## src/rtl/intra_pred_nxn_seq.sv

```systemverilog
// intra_pred_nxn_seq: sequential NxN V/H/DC intra predictor with serial DC accumulation
// and one predicted row per cycle over a valid/ready stream.
module intra_pred_nxn_seq #(
    parameter int BLK     = 16,
    parameter int LOG2BLK = 4,
    parameter int PW      = 8
) (
    input  logic                clk,
    input  logic                reset,
    input  logic                start,
    input  logic [1:0]          mode,
    input  logic                top_avail,
    input  logic                left_avail,
    input  logic [BLK*PW-1:0]   toppixels,
    input  logic [BLK*PW-1:0]   leftpixels,
    output logic                busy,
    output logic                out_valid,
    input  logic                out_ready,
    output logic [BLK*PW-1:0]   out_row,
    output logic [LOG2BLK-1:0]  out_row_idx,
    output logic                out_last,
    output logic                mode_err,
    output logic                done
);
    localparam int SW = PW + LOG2BLK;

    typedef enum logic [1:0] {IDLE, ACCUM, EMIT} state_t;

    state_t             state, state_nx;
    logic [BLK*PW-1:0]  top_r, left_r;
    logic [1:0]         mode_r;
    logic               ta_r, la_r;
    logic [SW-1:0]      sum_t, sum_l;
    logic [LOG2BLK-1:0] idx;
    logic               last_idx, fire, accept, use_v, use_h;
    logic [SW:0]        tot_both, tot_top, tot_left;
    logic [PW-1:0]      dc_val, left_pix;

    assign last_idx = idx == LOG2BLK'(BLK - 1);
    assign fire     = out_valid && out_ready;
    assign accept   = state == IDLE && start;

    always_ff @(posedge clk or posedge reset) begin
        if (reset)
            state <= IDLE;
        else
            state <= state_nx;
    end

    always_comb begin
        state_nx = accept                        ? ACCUM :
                   (state == ACCUM && last_idx)  ? EMIT  :
                   (state == EMIT && fire && last_idx) ? IDLE : state;
    end

    // idx counts accumulation steps in ACCUM and wraps to 0 to become the row index in EMIT
    always_ff @(posedge clk or posedge reset) begin
        if (reset) begin
            top_r    <= '0;
            left_r   <= '0;
            mode_r   <= '0;
            ta_r     <= 1'b0;
            la_r     <= 1'b0;
            sum_t    <= '0;
            sum_l    <= '0;
            idx      <= '0;
            mode_err <= 1'b0;
            done     <= 1'b0;
        end else begin
            done <= state == EMIT && fire && last_idx;
            if (accept) begin
                top_r    <= toppixels;
                left_r   <= leftpixels;
                mode_r   <= mode;
                ta_r     <= top_avail;
                la_r     <= left_avail;
                sum_t    <= '0;
                sum_l    <= '0;
                idx      <= '0;
                mode_err <= (mode == 2'd0 && !top_avail) || (mode == 2'd1 && !left_avail);
            end else if (state == ACCUM) begin
                sum_t <= sum_t + SW'(top_r[idx*PW +: PW]);
                sum_l <= sum_l + SW'(left_r[idx*PW +: PW]);
                idx   <= idx + LOG2BLK'(1);
            end else if (fire) begin
                idx <= idx + LOG2BLK'(1);
            end
        end
    end

    always_comb begin
        use_v     = mode_r == 2'd0 && ta_r;
        use_h     = mode_r == 2'd1 && la_r;
        tot_both  = {1'b0, sum_t} + {1'b0, sum_l} + (SW+1)'(BLK);
        tot_top   = {1'b0, sum_t} + (SW+1)'(BLK / 2);
        tot_left  = {1'b0, sum_l} + (SW+1)'(BLK / 2);
        dc_val    = (ta_r && la_r) ? PW'(tot_both >> (LOG2BLK + 1)) :
                    ta_r           ? PW'(tot_top >> LOG2BLK) :
                    la_r           ? PW'(tot_left >> LOG2BLK) :
                                     {1'b1, {(PW-1){1'b0}}};
        left_pix  = left_r[idx*PW +: PW];
        busy      = state != IDLE;
        out_valid = state == EMIT;
        out_row   = !out_valid ? '0 : use_v ? top_r : use_h ? {BLK{left_pix}} : {BLK{dc_val}};
        out_row_idx = out_valid ? idx : '0;
        out_last  = out_valid && last_idx;
    end
endmodule

```

## config.mk

```make
export PLATFORM = sky130hd
export DESIGN_NAME = intra_pred_nxn_seq
export DESIGN_NICKNAME = d
export VERILOG_FILES = /design/src/rtl/intra_pred_nxn_seq.sv
export SDC_FILE = /design/constraint.sdc
export NUM_CORES = 1
export LEC_CHECK = 0
export CAP_MARGIN = 0
export CELL_PAD_IN_SITES_DETAIL_PLACEMENT = 0
export CELL_PAD_IN_SITES_GLOBAL_PLACEMENT = 1
export CORE_MARGIN = 10
export CORE_UTILIZATION = 40
export DETAILED_ROUTE_END_ITERATION = 7
export HOLD_SLACK_MARGIN = 0.15
export PLACE_DENSITY = 0.95
export SLEW_MARGIN = 20
export SYNTH_ARGS = -nofsm -noshare
export SYNTH_HDL_FRONTEND = slang
export SYNTH_SLANG_ARGS = --single-unit
```

## constraint.sdc

```tcl
create_clock -name clk -period 19.2 [get_ports clk]
set_input_delay 4.8 -clock clk [delete_from_list [all_inputs] [get_ports clk]]
set_output_delay 4.8 -clock clk [all_outputs]
set_load 0.05 [all_outputs]
```

# After elaboration in Yosys (flattened, before gate mapping)
# Cells that the tools add are included.
[op_classes] n_shift=2 muxes=17 addsub=7 n_reduce_logical=21 n_eq_ne=5
[ops] cell="128-bit 2-to-1 mux" count=3
[ops] cell="128-bit by 8-bit indexed part select with 8-bit output" count=2
[ops] cell="12-bit 2-to-1 mux" count=4
[ops] cell="12-bit by 4-bit adder with 12-bit output, second input constant" count=2
[ops] cell="12-bit by 8-bit adder with 12-bit output" count=2
[ops] cell="8-bit 2-to-1 mux" count=3
[ops] cell="4-bit 2-to-1 mux" count=4
[ops] cell="12-bit by 12-bit adder with 13-bit output" count=1
[ops] cell="13-bit by 5-bit adder with 13-bit output, second input constant" count=1
[ops] cell="1-bit logical AND" count=11
[ops] cell="2-bit by 1-bit equality test with 1-bit output, second input constant" count=3
[ops] cell="2-bit logical NOT" count=3
[ops] cell="2-bit 2-to-1 mux" count=3
[ops] cell="3-bit nonzero test" count=2
[ops] cell="4-bit by 1-bit adder with 4-bit output, second input constant" count=1
[ops] cell="4-bit equality test, second input constant" count=1
[ops] cell="2-bit nonzero test" count=2
[ops] cell="2-bit equality test, second input constant" count=1
[ops] cell="1-bit logical NOT" count=2
[ops] cell="1-bit logical OR" count=1
[word_totals] wordCells=63 regBits=292 output_inout_bits=137

# Depth between registers and ports, before layout
[depth] ltp_word=7 mapped_depth=14 ltp_nobuf=11

# Worst setup path after synthesis
# Ideal clock, no wire load.
[synth_path] path_type="reg2out" start="reg sum_t[2]" end="out out_row[12]" required_ns=14.400 t_arrival_ns=2.954 path_buffers=0 path_slack_ns=11.446 stages_incl_launch_ff=9 cell_sequence="dfrtp_1 -> ha_1 -> ha_1 -> and4_1 -> o311a_1 -> o21ai_1 -> nand3_1 -> nor3b_1 -> o21ai_0"
[synth_between] elab_chain_cells=6 word_cells_on_any_way=8
[synth_lines] element="from (decl)" line_no="33" rtl="logic [SW-1:0] sum_t, sum_l;"
[synth_lines] element="from (signal assigned)" line_no="82" rtl="sum_t <= sum_t + SW'(top_r[idx*PW +: PW]);"
[synth_lines] element="12-bit by 12-bit adder with 13-bit output / 12-bit by 4-bit adder with 12-bit output (equally long branches)" line_no="94, 95"
[synth_lines] element="13-bit by 5-bit adder with 13-bit output / 8-bit 2-to-1 mux (equally long branches)" line_no="94, 98"
[synth_lines] element="8-bit 2-to-1 mux *" line_no="97" rtl="dc_val = (ta_r && la_r) ? PW'(tot_both >> (LOG2BLK + 1)) :"
[synth_lines] element="128-bit 2-to-1 mux * (3 in a row)" line_no="104" rtl="out_row = !out_valid ? '0 : use_v ? top_r : use_h ? {BLK{left_pix}} : {BLK{dc_val}};"
[synth_lines] element="to (decl)" line_no="19" rtl="output logic [BLK*PW-1:0] out_row,"
# Every way passes the cells marked *; elsewhere a longest branch is shown, timed or not.

# Final worst setup path
[layout_path] start="reg idx[0]" end="out out_row[87]"
[layout_between] elab_chain_cells=4
[layout_lines] element="from (decl)" line_no="34" rtl="logic [LOG2BLK-1:0] idx;"
[layout_lines] element="from (signal assigned)" line_no="84" rtl="idx <= idx + LOG2BLK'(1);"
[layout_lines] element="from (signal assigned)" line_no="86" rtl="idx <= idx + LOG2BLK'(1);"
[layout_lines] element="128-bit by 8-bit indexed part select with 8-bit output" line_no="101" rtl="left_pix = left_r[idx*PW +: PW];"
[layout_lines] element="128-bit 2-to-1 mux (3 in a row)" line_no="104"
# Every way passes these cells.

==> impl_summary.txt <==
----------------------------------------------------
[Timing]
  Tmin final ... 9420 ps
  Total negative slack for setup checks ... 0 ps
  Hold violation total from the final report ... 0
  Final setup fails ... 0
  Setup repair after global routing missed its margin ... false
  Number of max-slew violations in the final report ... 0
  Worst slew pin tran ... 1130 ps
  Final period utilization ... 49.1%
  Highest clock frequency the design can meet ... 0.106 GHz
  Headroom to the max-slew limit ... 24.5%
  Worst clock skew ... 15.2 ps
  Post-route worst hold slack ... 467 ps

[Clock network]
  Clock slew at the register clock pins of the worst setup and hold paths ... 60 ps
  Number of H-tree levels ... 2
  Clock Tree Root ... sky130_fd_sc_hd__clkbuf_16
  Number of gates resized after cts ... 0
  Number of buffers inserted by post-CTS setup repair ... 0
  Insertion delay of the later-clocked pin in the worst-skew pair ... 540 ps
  Clock sink count ... 292
  Clock tree from TritonCTS ... done
  Inserted Clock Buffers ... 36
  Number of buffers inserted by hold repair at cts ... 0
  Clock tree buffer depth ... 3

[Detailed routing]
  Via count ... 15.2k
  Initial DRC Count ... 1655
  Post-route DRC violation count ... 0
  Average via count per standard cell ... 5.52
  Final routed wirelength across all metal layers ... 61.5 mm
  Average detailed-routed wire length per instance ... 22.3 µm
  Antenna Violating Nets Remaining ... 0
  Iteration count of the initial detailed-routing pass ... 5

[Place]
  Last weighted congestion value of the routability-driven placer ... 0.913
  Instance count after placement with tap cells included ... 2676
  Placed wire-length estimate after detailed placement ... 44.3 mm
  Number of port buffers ... 400

[Logic synthesis]
  Synth warn ... 0
  Netlist area before placement ... 0.0162 mm²
  Sequential cell area fraction in the yosys report ... 45.1%
  Number of distinct library cells after synthesis ... 70
  Share of flip-flops with an asynchronous set or reset ... 100%
  EDFF count, synth ... 0
  Average size of a mapped cell ... 8.72 µm²
  Nets in the synthesized netlist ... 2163
  Post-Synthesis Cells ... 1857
  Flop and latch count out of synthesis ... 292
  Main synth FF type ... sky130_fd_sc_hd__dfrtp_1

[Final layout]
  Layout area overhead ... 34.2%
  Most common library cell in the layout ignoring fill and taps ... sky130_fd_sc_hd__nand2_1
  Net total in the final layout ... 2495
  Share of post-route cells with drive strength above 1 ... 8.13%
  Filler instances ... 3539
  Most used cells in the layout excluding fill and tap cells ... sky130_fd_sc_hd__nand2_1, sky130_fd_sc_hd__clkdlybuf4s50_1, sky130_fd_sc_hd__dfrtp_1
  Finished Layout Cells ... 2753

[Power]
  Worst voltage drop across the vdd grid ... 0.133 mV
  Leak ... 0.0102 µW
  PD cells ... 195 mW/mm²

[Setup path]
  Kind of critical path ... register to output pin
  Critical path's slowest cell ... sky130_fd_sc_hd__dfrtp_4
  Worst path top cell family by delay ... compound AO/OA/AOI/OAI gates
  Biggest cell delay along the critical path ... 990 ps
  Setup slack, reg-to-reg ... 14420 ps
  Critical-path cell list ... mux4_2 > nor2b_1 > a211oi_2 > o31ai_1 > a31oi_2 > nor2_1 > clkdlybuf4s50_1
  Logic depth of the worst path, buffers included ... 7
  Required time worst endpoint ... 14400 ps
  R2R depth ... 11
  Worst Setup EP ... out_row[87]
  Kind of end point of the critical path ... output pin
  Critical path data arrival time ... 4620 ps
  Capture instance of the worst register-to-register path ... sum_t[10]
  Crit-path max FO ... 41
  Reg-to-reg critical path startpoint ... idx[0]
  Timing startpoint of the critical path ... idx[0]
  Worst path bufs/invs ... 1
  Kind of launch point of the worst setup path ... register

[Floorplan]
  Site row count ... 73
  Chip width ... 221 µm
  IO Pins ... 401
  Overall die height ... 221 µm
  Overall die area ... 0.0490 mm²
  Std-Cell Core Area ... 0.0399 mm²
  Initial core utilization ... 40.6%

[Global routing]
  GR Util met2 ... 39.6%
  Antenna violations before repair ... 21
  Gr busiest metal ... met2
  Global routing met3 resource utilization ... 5.18%
  Wire length of the first global-routing pass ... 93.1 mm
  GRT overflow ... 0
  Met1 demand-to-capacity share in global routing ... 29.5%
  Vias in the first global route ... 15.0k
  Pin count of the biggest net entering global routing ... 166
  Global routing usage summed across all routing layers ... 24.0%

[Run status]
  Result of the run ... finished, final reports clean

[Min path]
  Worst min path class ... register to register

[Job]
  Max-cap viol count ... 0

----------------------------------------------------
worst register-to-register path, stage by stage (launching register included):
cell and delay [ps]:
sky130_fd_sc_hd__dfrtp_4 990, sky130_fd_sc_hd__buf_4 650, sky130_fd_sc_hd__mux4_2 680, sky130_fd_sc_hd__mux4_2 540, sky130_fd_sc_hd__ha_1 240, sky130_fd_sc_hd__fa_1 440
sky130_fd_sc_hd__a21o_1 180, sky130_fd_sc_hd__a21o_1 210, sky130_fd_sc_hd__a211oi_1 260, sky130_fd_sc_hd__o21ai_0 190, sky130_fd_sc_hd__nand3_1 140, sky130_fd_sc_hd__mux2i_1 180
layout make-up:
| cell class | count | area [µm²] | area share [%] |
|---|---|---|---|
| sequential | 292 | 7310 | 33.6 |
| timing repair buffer | 416 | 4140 | 19.0 |
| clock inverter | 10 | 100 | 0.460 |
| tap | 525 | 657 | 3.02 |
| multi-input combinational | 1430 | 8380 | 38.6 |
| clock buffer | 54 | 1060 | 4.87 |
| inverter | 13 | 56.3 | 0.259 |
| antenna | 13 | 32.5 | 0.150 |
metal layers:
metal / share of wire (%) / vias to the layer above
li1: - / 6882
met1: 39 / 7447
met2: 49 / 690
met3: 7.1 / 161
met4: 4.3 / 12
met5: 0.14 / -
power by group:
group / internal [µW] / switching, µW / leakage (µW)
logic: 914 / 1470 / 0.00587
clock network: 386 / 282 / 0.000561
registers: 891 / 291 / 0.00374
total: 2190 / 2040 / 0.0102
sequential cells by signal, indices dropped and copies added, names as in the netlist, 2 cells and up:
register	cells
mode_r	2
state	2
idx	4
sum_l	12
sum_t	12
top_r	128
left_r	128
logic make-up after synthesis:
group | count (synthesis) | share of synthesized area (%)
simple gates | 1020 | 25.0
flops | 292 | 45.1
compound gates | 257 | 10.4
buf+inv | 135 | 3.51
mux | 89 | 11.4
fa+ha+maj | 42 | 3.34
xor+xnor | 22 | 1.19
worst min path at each step:
stage | slack [ps] | from | cells past startpoint | end
detailed placement | 460 | left_r[63] | 2 | left_r[63]
floorplan | 440 | left_r[77] | 2 | left_r[77]
global route | 490 | left_r[89] | 2 | left_r[89]
global placement | 450 | left_r[93] | 2 | left_r[93]
finish | 470 | left_r[127] | 2 | left_r[127]
CTS | 470 | left_r[63] | 2 | left_r[63]
Yosys cell counts, types with 3 or more instances:
cell type | instances | share of area (%)
sky130_fd_sc_hd__a211oi_1 | 4 | 0.19
sky130_fd_sc_hd__a211oi_2 | 5 | 0.39
sky130_fd_sc_hd__a21o_1 | 10 | 0.46
sky130_fd_sc_hd__a21oi_1 | 18 | 0.56
sky130_fd_sc_hd__a311oi_1 | 4 | 0.22
sky130_fd_sc_hd__a31oi_1 | 20 | 0.77
sky130_fd_sc_hd__and2_1 | 7 | 0.27
sky130_fd_sc_hd__and3_1 | 5 | 0.19
sky130_fd_sc_hd__buf_1 | 11 | 0.25
sky130_fd_sc_hd__buf_2 | 11 | 0.34
sky130_fd_sc_hd__buf_4 | 3 | 0.14
sky130_fd_sc_hd__buf_6 | 5 | 0.35
sky130_fd_sc_hd__clkbuf_1 | 92 | 2.1
sky130_fd_sc_hd__dfrtp_1 | 292 | 45
sky130_fd_sc_hd__ha_1 | 40 | 3.1
sky130_fd_sc_hd__inv_1 | 12 | 0.28
sky130_fd_sc_hd__mux2i_1 | 11 | 0.68
sky130_fd_sc_hd__mux4_2 | 75 | 10
sky130_fd_sc_hd__nand2_1 | 857 | 20
sky130_fd_sc_hd__nand2b_1 | 6 | 0.23
sky130_fd_sc_hd__nand3_1 | 22 | 0.68
sky130_fd_sc_hd__nand4_1 | 3 | 0.12
sky130_fd_sc_hd__nor2_1 | 65 | 1.5
sky130_fd_sc_hd__nor2_2 | 10 | 0.39
sky130_fd_sc_hd__nor2b_1 | 7 | 0.27
sky130_fd_sc_hd__nor3_1 | 17 | 0.53
sky130_fd_sc_hd__nor3b_1 | 5 | 0.23
sky130_fd_sc_hd__o211ai_1 | 5 | 0.23
sky130_fd_sc_hd__o21a_1 | 54 | 2.5
sky130_fd_sc_hd__o21ai_0 | 89 | 2.7
sky130_fd_sc_hd__o21ai_1 | 13 | 0.40
sky130_fd_sc_hd__o21bai_1 | 6 | 0.28
sky130_fd_sc_hd__o31ai_1 | 5 | 0.23
sky130_fd_sc_hd__or3_1 | 5 | 0.19
sky130_fd_sc_hd__xnor2_1 | 15 | 0.81
sky130_fd_sc_hd__xor2_1 | 7 | 0.38
per-stage QoR:
step / util [%] / total power [µW] / area [µm²] / setup WS (ps)
2_1_floorplan: - / 2740 / 16200 / 6340
3_3_place_gp: 51.4 / 3490 / 20500 / 10230
3_5_place_dp: 51.5 / 3540 / 20500 / 10350
6_report: 54.5 / 4230 / 21700 / 9780
4_1_cts: 54.4 / 4230 / 21700 / 9760
5_1_grt: 54.5 / 4470 / 21700 / 9600
Note: power is estimated with default switching activity, not from simulation.
